### src/rtl/ctrl_pipe.sv
// Pipelined control unit: decodes the ID opcode and stages the control bundle through ID/EX,
// EX/MEM and MEM/WB, with load-use stall, branch flush, external freeze and halt drain.
module ctrl_pipe #(
  parameter int unsigned REG_W       = 4,
  parameter bit          R0_WR_BLOCK = 1'b0,
  parameter bit          LU_STALL_EN = 1'b1
) (
  input  logic             clk,
  input  logic             rst_n,
  input  logic             id_valid,
  input  logic [3:0]       id_opcode,
  input  logic [REG_W-1:0] id_rd,
  input  logic [REG_W-1:0] id_rs,
  input  logic [REG_W-1:0] id_rt,
  input  logic             flush,
  input  logic             ext_stall,
  output logic             id_stall,
  output logic [2:0]       ex_aluop,
  output logic             ex_alusrc,
  output logic             ex_shift,
  output logic             ex_modify,
  output logic             ex_mem,
  output logic [REG_W-1:0] ex_rd,
  output logic             mem_read,
  output logic             mem_write,
  output logic [REG_W-1:0] mem_rd,
  output logic             wb_regwrite,
  output logic             wb_memtoreg,
  output logic [REG_W-1:0] wb_rd,
  output logic             halted
);

  localparam logic [3:0] OpLw  = 4'b1000;
  localparam logic [3:0] OpSw  = 4'b1001;
  localparam logic [3:0] OpLlb = 4'b1010;
  localparam logic [3:0] OpLhb = 4'b1011;
  localparam logic [3:0] OpPcs = 4'b1110;
  localparam logic [3:0] OpHlt = 4'b1111;

  typedef struct packed {
    logic [2:0]       aluop;
    logic             alusrc;
    logic             shift;
    logic             modify;
    logic             mem;
    logic             memread;
    logic             memwrite;
    logic             regwrite;
    logic             memtoreg;
    logic             halt;
    logic [REG_W-1:0] rd;
  } ex_ctrl_t;

  typedef struct packed {
    logic             memread;
    logic             memwrite;
    logic             regwrite;
    logic             memtoreg;
    logic             halt;
    logic [REG_W-1:0] rd;
  } mem_ctrl_t;

  typedef struct packed {
    logic             regwrite;
    logic             memtoreg;
    logic             halt;
    logic [REG_W-1:0] rd;
  } wb_ctrl_t;

  typedef enum logic [1:0] {StRun, StDrain, StHalted} state_e;

  state_e    state_q, state_d;
  logic      ex_valid_q, ex_valid_d;
  logic      mem_valid_q, mem_valid_d;
  logic      wb_valid_q, wb_valid_d;
  ex_ctrl_t  ex_q, ex_d, dec;
  mem_ctrl_t mem_q, mem_d;
  wb_ctrl_t  wb_q, wb_d;

  logic             advance;
  logic             load_id;
  logic             use_src1;
  logic             use_src2;
  logic [REG_W-1:0] src1;
  logic [REG_W-1:0] src2;
  logic             hazard;

  always_comb begin
    dec       = '0;
    dec.rd    = id_rd;
    dec.aluop = id_opcode[2:0];
    case (id_opcode)
      OpLw: begin
        dec.aluop    = 3'b000;
        dec.memread  = 1'b1;
        dec.memtoreg = 1'b1;
        dec.alusrc   = 1'b1;
        dec.mem      = 1'b1;
        dec.regwrite = 1'b1;
      end
      OpSw: begin
        dec.aluop    = 3'b000;
        dec.memwrite = 1'b1;
        dec.alusrc   = 1'b1;
        dec.mem      = 1'b1;
      end
      OpLlb, OpLhb: begin
        dec.modify   = 1'b1;
        dec.regwrite = 1'b1;
      end
      OpPcs:   dec.regwrite = 1'b1;
      OpHlt:   dec.halt = 1'b1;
      default: begin
        // Arithmetic group; 0100-0110 take an immediate shift amount. B/BR fall through with no flags.
        if (!id_opcode[3]) begin
          dec.regwrite = 1'b1;
          dec.shift    = id_opcode[2] & ~(id_opcode[1] & id_opcode[0]);
        end
      end
    endcase
    if (R0_WR_BLOCK && (id_rd == '0)) begin
      dec.regwrite = 1'b0;
    end
  end

  // Source slots actually read by the ID instruction; unused slots must not raise a hazard.
  always_comb begin
    use_src1 = !id_opcode[3] || (id_opcode[3:2] == 2'b10);
    use_src2 = (!id_opcode[3] && (!id_opcode[2] || (id_opcode[1:0] == 2'b11)))
               || (id_opcode == OpSw);
    src1     = dec.modify ? id_rd : id_rs;
    src2     = dec.mem ? id_rd : id_rt;
    hazard   = (use_src1 && (src1 == ex_q.rd)) || (use_src2 && (src2 == ex_q.rd));
  end

  assign id_stall = LU_STALL_EN && id_valid && ex_valid_q && ex_q.memread && ex_q.regwrite
                    && hazard;

  assign advance = !ext_stall;
  assign load_id = id_valid && (state_q == StRun) && !flush && !id_stall;

  always_comb begin
    ex_valid_d  = ex_valid_q;
    ex_d        = ex_q;
    mem_valid_d = mem_valid_q;
    mem_d       = mem_q;
    wb_valid_d  = wb_valid_q;
    wb_d        = wb_q;
    if (advance) begin
      ex_valid_d  = load_id;
      ex_d        = load_id ? dec : '0;
      mem_valid_d = ex_valid_q;
      mem_d       = '{memread:  ex_q.memread,
                      memwrite: ex_q.memwrite,
                      regwrite: ex_q.regwrite,
                      memtoreg: ex_q.memtoreg,
                      halt:     ex_q.halt,
                      rd:       ex_q.rd};
      wb_valid_d  = mem_valid_q;
      wb_d        = '{regwrite: mem_q.regwrite,
                      memtoreg: mem_q.memtoreg,
                      halt:     mem_q.halt,
                      rd:       mem_q.rd};
    end
  end

  always_comb begin
    state_d = state_q;
    unique case (state_q)
      StRun:    if (advance && load_id && dec.halt) state_d = StDrain;
      StDrain:  if (advance && mem_valid_q && mem_q.halt) state_d = StHalted;
      StHalted: state_d = StHalted;
      default:  state_d = StRun;
    endcase
  end

  always_ff @(posedge clk or negedge rst_n) begin
    if (!rst_n) begin
      state_q     <= StRun;
      ex_valid_q  <= 1'b0;
      ex_q        <= '0;
      mem_valid_q <= 1'b0;
      mem_q       <= '0;
      wb_valid_q  <= 1'b0;
      wb_q        <= '0;
    end else begin
      state_q     <= state_d;
      ex_valid_q  <= ex_valid_d;
      ex_q        <= ex_d;
      mem_valid_q <= mem_valid_d;
      mem_q       <= mem_d;
      wb_valid_q  <= wb_valid_d;
      wb_q        <= wb_d;
    end
  end

  always_comb begin
    ex_aluop    = ex_valid_q ? ex_q.aluop : 3'b000;
    ex_alusrc   = ex_valid_q && ex_q.alusrc;
    ex_shift    = ex_valid_q && ex_q.shift;
    ex_modify   = ex_valid_q && ex_q.modify;
    ex_mem      = ex_valid_q && ex_q.mem;
    ex_rd       = ex_valid_q ? ex_q.rd : '0;
    mem_read    = mem_valid_q && mem_q.memread;
    mem_write   = mem_valid_q && mem_q.memwrite;
    mem_rd      = mem_valid_q ? mem_q.rd : '0;
    wb_regwrite = wb_valid_q && wb_q.regwrite;
    wb_memtoreg = wb_valid_q && wb_q.memtoreg;
    wb_rd       = wb_valid_q ? wb_q.rd : '0;
  end

  assign halted = (state_q == StHalted);

  // Once draining or halted, only bubbles may enter ID/EX.
  a_no_issue_after_hlt: assert property (@(posedge clk) disable iff (!rst_n)
    (state_q != StRun && !ext_stall) |=> !ex_valid_q);

  a_mem_rw_exclusive: assert property (@(posedge clk) disable iff (!rst_n)
    !(mem_read && mem_write));

endmodule

### config.mk
export PLATFORM = sky130hd
export DESIGN_NAME = ctrl_pipe
export DESIGN_NICKNAME = d
export VERILOG_FILES = /design/src/rtl/ctrl_pipe.sv
export SDC_FILE = /design/constraint.sdc
export NUM_CORES = 1
export LEC_CHECK = 0
export CAP_MARGIN = 15
export CORE_ASPECT_RATIO = 0.75
export CORE_MARGIN = 2
export CORE_UTILIZATION = 30
export DETAILED_ROUTE_END_ITERATION = 12
export HOLD_SLACK_MARGIN = 0.06
export PLACE_DENSITY_LB_ADDON = 0.08
export SLEW_MARGIN = 0
export SYNTH_ARGS = -nofsm -noshare
export SYNTH_HDL_FRONTEND = slang
export SYNTH_SLANG_ARGS = --single-unit
### constraint.sdc
create_clock -name clk -period 2.5 [get_ports clk]
set_input_delay 0.5 -clock clk [delete_from_list [all_inputs] [get_ports clk]]
set_output_delay 0.5 -clock clk [all_outputs]
set_load 0.005 [all_outputs]
==> impl_metrics.py <==
metrics = {
    "placed_design": {
        "place_hpwl_um": 3570,
        "dpl_cell_area_sq_mm": 0.00252,
        "place_congestion": 0.832,
        "port-buffer-count": 45,
        "placedCellCount": 324,
    },
    "layout": {
        "fillers": 600,
        "final_cells": 333,
        "nets": 278,
        "fin_util": 0.454,
        "diodes": 0,
        "drive_above_1_share": 0.263,
        "finalInstanceArea_sq_mm": 0.00267,
        "syn_to_final_growth_pct": 44.9,
    },
    "clock_tree": {
        "cts-root-buf": "clkbuf_8",
        "clk_pin_slew_ns": 0.07,
        "cts_buffers": 5,
        "cts_tree": "yes",
        "cts_sinks": 33,
        "hold_buffers": 0,
        "cts_max_level": 2,
        "cts.path.max_buffers": 2,
        "clkLatencyLatePin_ns": 0.28,
    },
    "setup_path": {
        "crit_arrival_ns": 1.95,
        "worst-path-max-fanout": 2,
        "worst_r2r_startpoint": "state_q[0]$_DFFE_PN0P_",
        "rr_endpoint": "state_q[1]$_DFFE_PN0P_",
        "critPathSlowestCell": "clkdlybuf4s50_1",
        "critPathLaunchType": "input pin",
        "reg2reg_depth": 6,
        "critPathBufInv": 2,
        "crit_family": "simple AND/OR/NAND/NOR gates",
        "regToRegSetupSlack_ns": 0.59,
        "end_kind": "primary output",
        "worst_path_most_repeated_cell": "nor4_2",
        "crit_chain": "clkdlybuf4s50_1 > nor4_2 > a221oi_2 > nor4_2 > or2_4 > buf_6",
        "slowest_delay_ns": 0.45,
        "critPathKind": "input pin to primary output",
        "critical_path_required_ns": 2.00,
    },
    "detailed_routing": {
        "drtAntennaViolNets": 0,
        "wl_per_cell_um": 14.4,
        "first_pass_iters": 4,
        "vias": 1535,
        "first_iter_violations": 74,
        "viasPerCell": 4.61,
        "drc_errors": 0,
        "drt-total-wl_um": 4810,
    },
    "floorplan": {
        "dieArea_sq_mm": 0.00679,
        "die_h_um": 71.9,
        "pin_count": 46,
        "start_util": 0.313,
        "fp.dieW_um": 94.5,
        "num_rows": 24,
        "core-area_sq_mm": 0.00589,
    },
    "yosys": {
        "synth_cell_types": 39,
        "synth_area_per_cell_sq_um": 9.86,
        "ys_seq_area_frac": 0.448,
        "ys_top_cells_by_area": "dfrtp_1, mux2_2, and2_1",
        "yosys.area.top_type": "dfrtp_1",
        "synth_ff_type": "dfrtp_1",
        "synthCells": 187,
        "synthTopCellsByCount": "dfrtp_1, nand2_1, and2_1",
        "synth_async_sr_flop_share": 1.00,
        "synthesis.nets": 211,
        "synth_edf_count": 0,
        "synth.most_common_cell": "dfrtp_1",
        "ys_warn_count": 0,
        "syn_area_sq_mm": 0.00184,
        "synth_seq_cells": 33,
        "yosys.area.top_type_share": 0.448,
    },
    "hold_path": {
        "worstHoldPathCells": 2,
        "hold_path.class": "register to register",
        "min_to": "ex_q[15]$_DFFE_PN0N_",
        "worstHoldStart": "ex_q[15]$_DFFE_PN0N_",
    },
    "timing": {
        "finalHoldViolCount": 0,
        "max_freq_ghz": 0.409,
        "slew_violations": 0,
        "worst_pin_slew_ns": 0.420,
        "timing.hold.ws_ns": 0.470,
        "rsz0062_at_grt": "true",
        "finalSetupTns_ns": 0,
        "relSlewSlack": 0.720,
        "fin_skew_ns": 0.00470,
        "setup_viol": 0,
        "fin_crit_ns": 2.45,
        "period_share": 0.979,
    },
    "global_route": {
        "grt_overflow": 0,
        "grt_max_degree": 34,
        "grt_pass1_vias": 1584,
        "grt_first_pass_wirelength_um": 8030,
        "antenna_found_initial": 0,
        "grt_usage": 0.154,
    },
    "outcome": {
        "outcome": "complete, no violations",
    },
    "power_and_ir_drop": {
        "vdd_ir_drop_max_mv": 0.322,
        "p_per_area_mw_per_mm2": 509,
        "cellLeakagePower_nw": 1.22,
    },
    "flow_run": {
        "drv_cap": 0,
    },
}
==> state kept, by name (all words and copies together), names as in the netlist <==
signal       count
wb_q             6
ex_q            14
ex_valid_q       1
state_q          2
mem_q            8
mem_valid_q      1
wb_valid_q       1
==> area by class of cell <==
type                    instances  area [sq um]  share of cell area
flip-flops and latches         33           827               0.310
repair buffers                 73           658               0.246
multi-input cells             135           983               0.368
clock buffers                   6          72.6              0.0272
well taps                      78          97.6              0.0365
clock inverters                 2          10.0             0.00375
inverters                       6          22.5             0.00843
==> routing by layer <==
metal | GRT usage | routed length, um | vias up | part of all wire
li1 | - | - | 774 | -
met1 | 0.229 | 2490 | 732 | 0.52
met2 | 0.227 | 2130 | 24 | 0.44
met3 | 0.0368 | 149 | 5 | 0.031
met4 | 0.0338 | 38 | 0 | 0.0079
met5 | 0 | 0 | - | 0
==> report_power, final <==
part	switching [mW]	internal (mW)
Clock	0.193	0.193
Sequential	0.0472	0.593
Combinational	0.151	0.184
Total	0.391	0.969
==> cell usage in the layout (no fill, tap or decap), types with 3 or more instances in the layout <==
cell             synthesis  final
dfrtp_1                 33     32
xnor2_1                  4      4
o21ai_0                  4      3
buf_6                    2      3
o31ai_1                 14     14
mux2_2                  14     14
mux2i_1                  4      3
and2_1                  23     23
inv_1                    6      6
ha_1                     3      3
nand2_1                 30     30
nand3_1                  4      4
buf_4                    2     29
dlygate4sd2_1            0      5
clkbuf_8                 0      5
clkdlybuf4s50_1          0     35
nor2_1                   6      6
==> logic make-up (layout without fill, tap and decap cells) <==
logic type	count (synthesis)	count (layout)	synth area share
simple gates	77	77	0.217
flops	33	33	0.448
compound gates	31	31	0.128
buf+inv	19	87	0.0516
mux	18	18	0.107
xor+xnor	6	6	0.0285
fa+ha+maj	3	3	0.0204
==> what timing repair did <==
action                                  4_1_cts  5_1_grt
pin swaps                                     8        5
endpoints found under the setup margin        1        1
gates resized for setup                      34        8
buffers inserted                              0        1
cloned                                        0        0
==> tightest hold or removal path, cell delays in order (launching register included) <==
cell,delay (ns)
dfrtp_1,0.34
nand2_1,0.05
o31ai_1,0.05
==> worst max path at each step <==
stage / to / slack, ns / depth (start not counted) / start
floorplan: id_stall / 0.05 / 6 / id_opcode[2]
CTS: id_stall / 0.0007 / 7 / id_rd[0]
global placement: id_stall / -0.74 / 7 / id_opcode[3]
global route: id_stall / -0.01 / 7 / id_opcode[1]
detailed placement: id_stall / -0.77 / 8 / id_opcode[3]
finish: id_stall / 0.05 / 6 / id_rt[1]
==> per-stage QoR <==
stage,total power [mW],setup WS [ns]
finish,1.36,0.0529
global route,1.46,-0.0134
CTS,1.38,0.000691
detailed placement,0.976,-0.769
global placement,0.975,-0.739
floorplan,0.803,0.0541
Note: power is estimated with default switching activity, not from simulation.
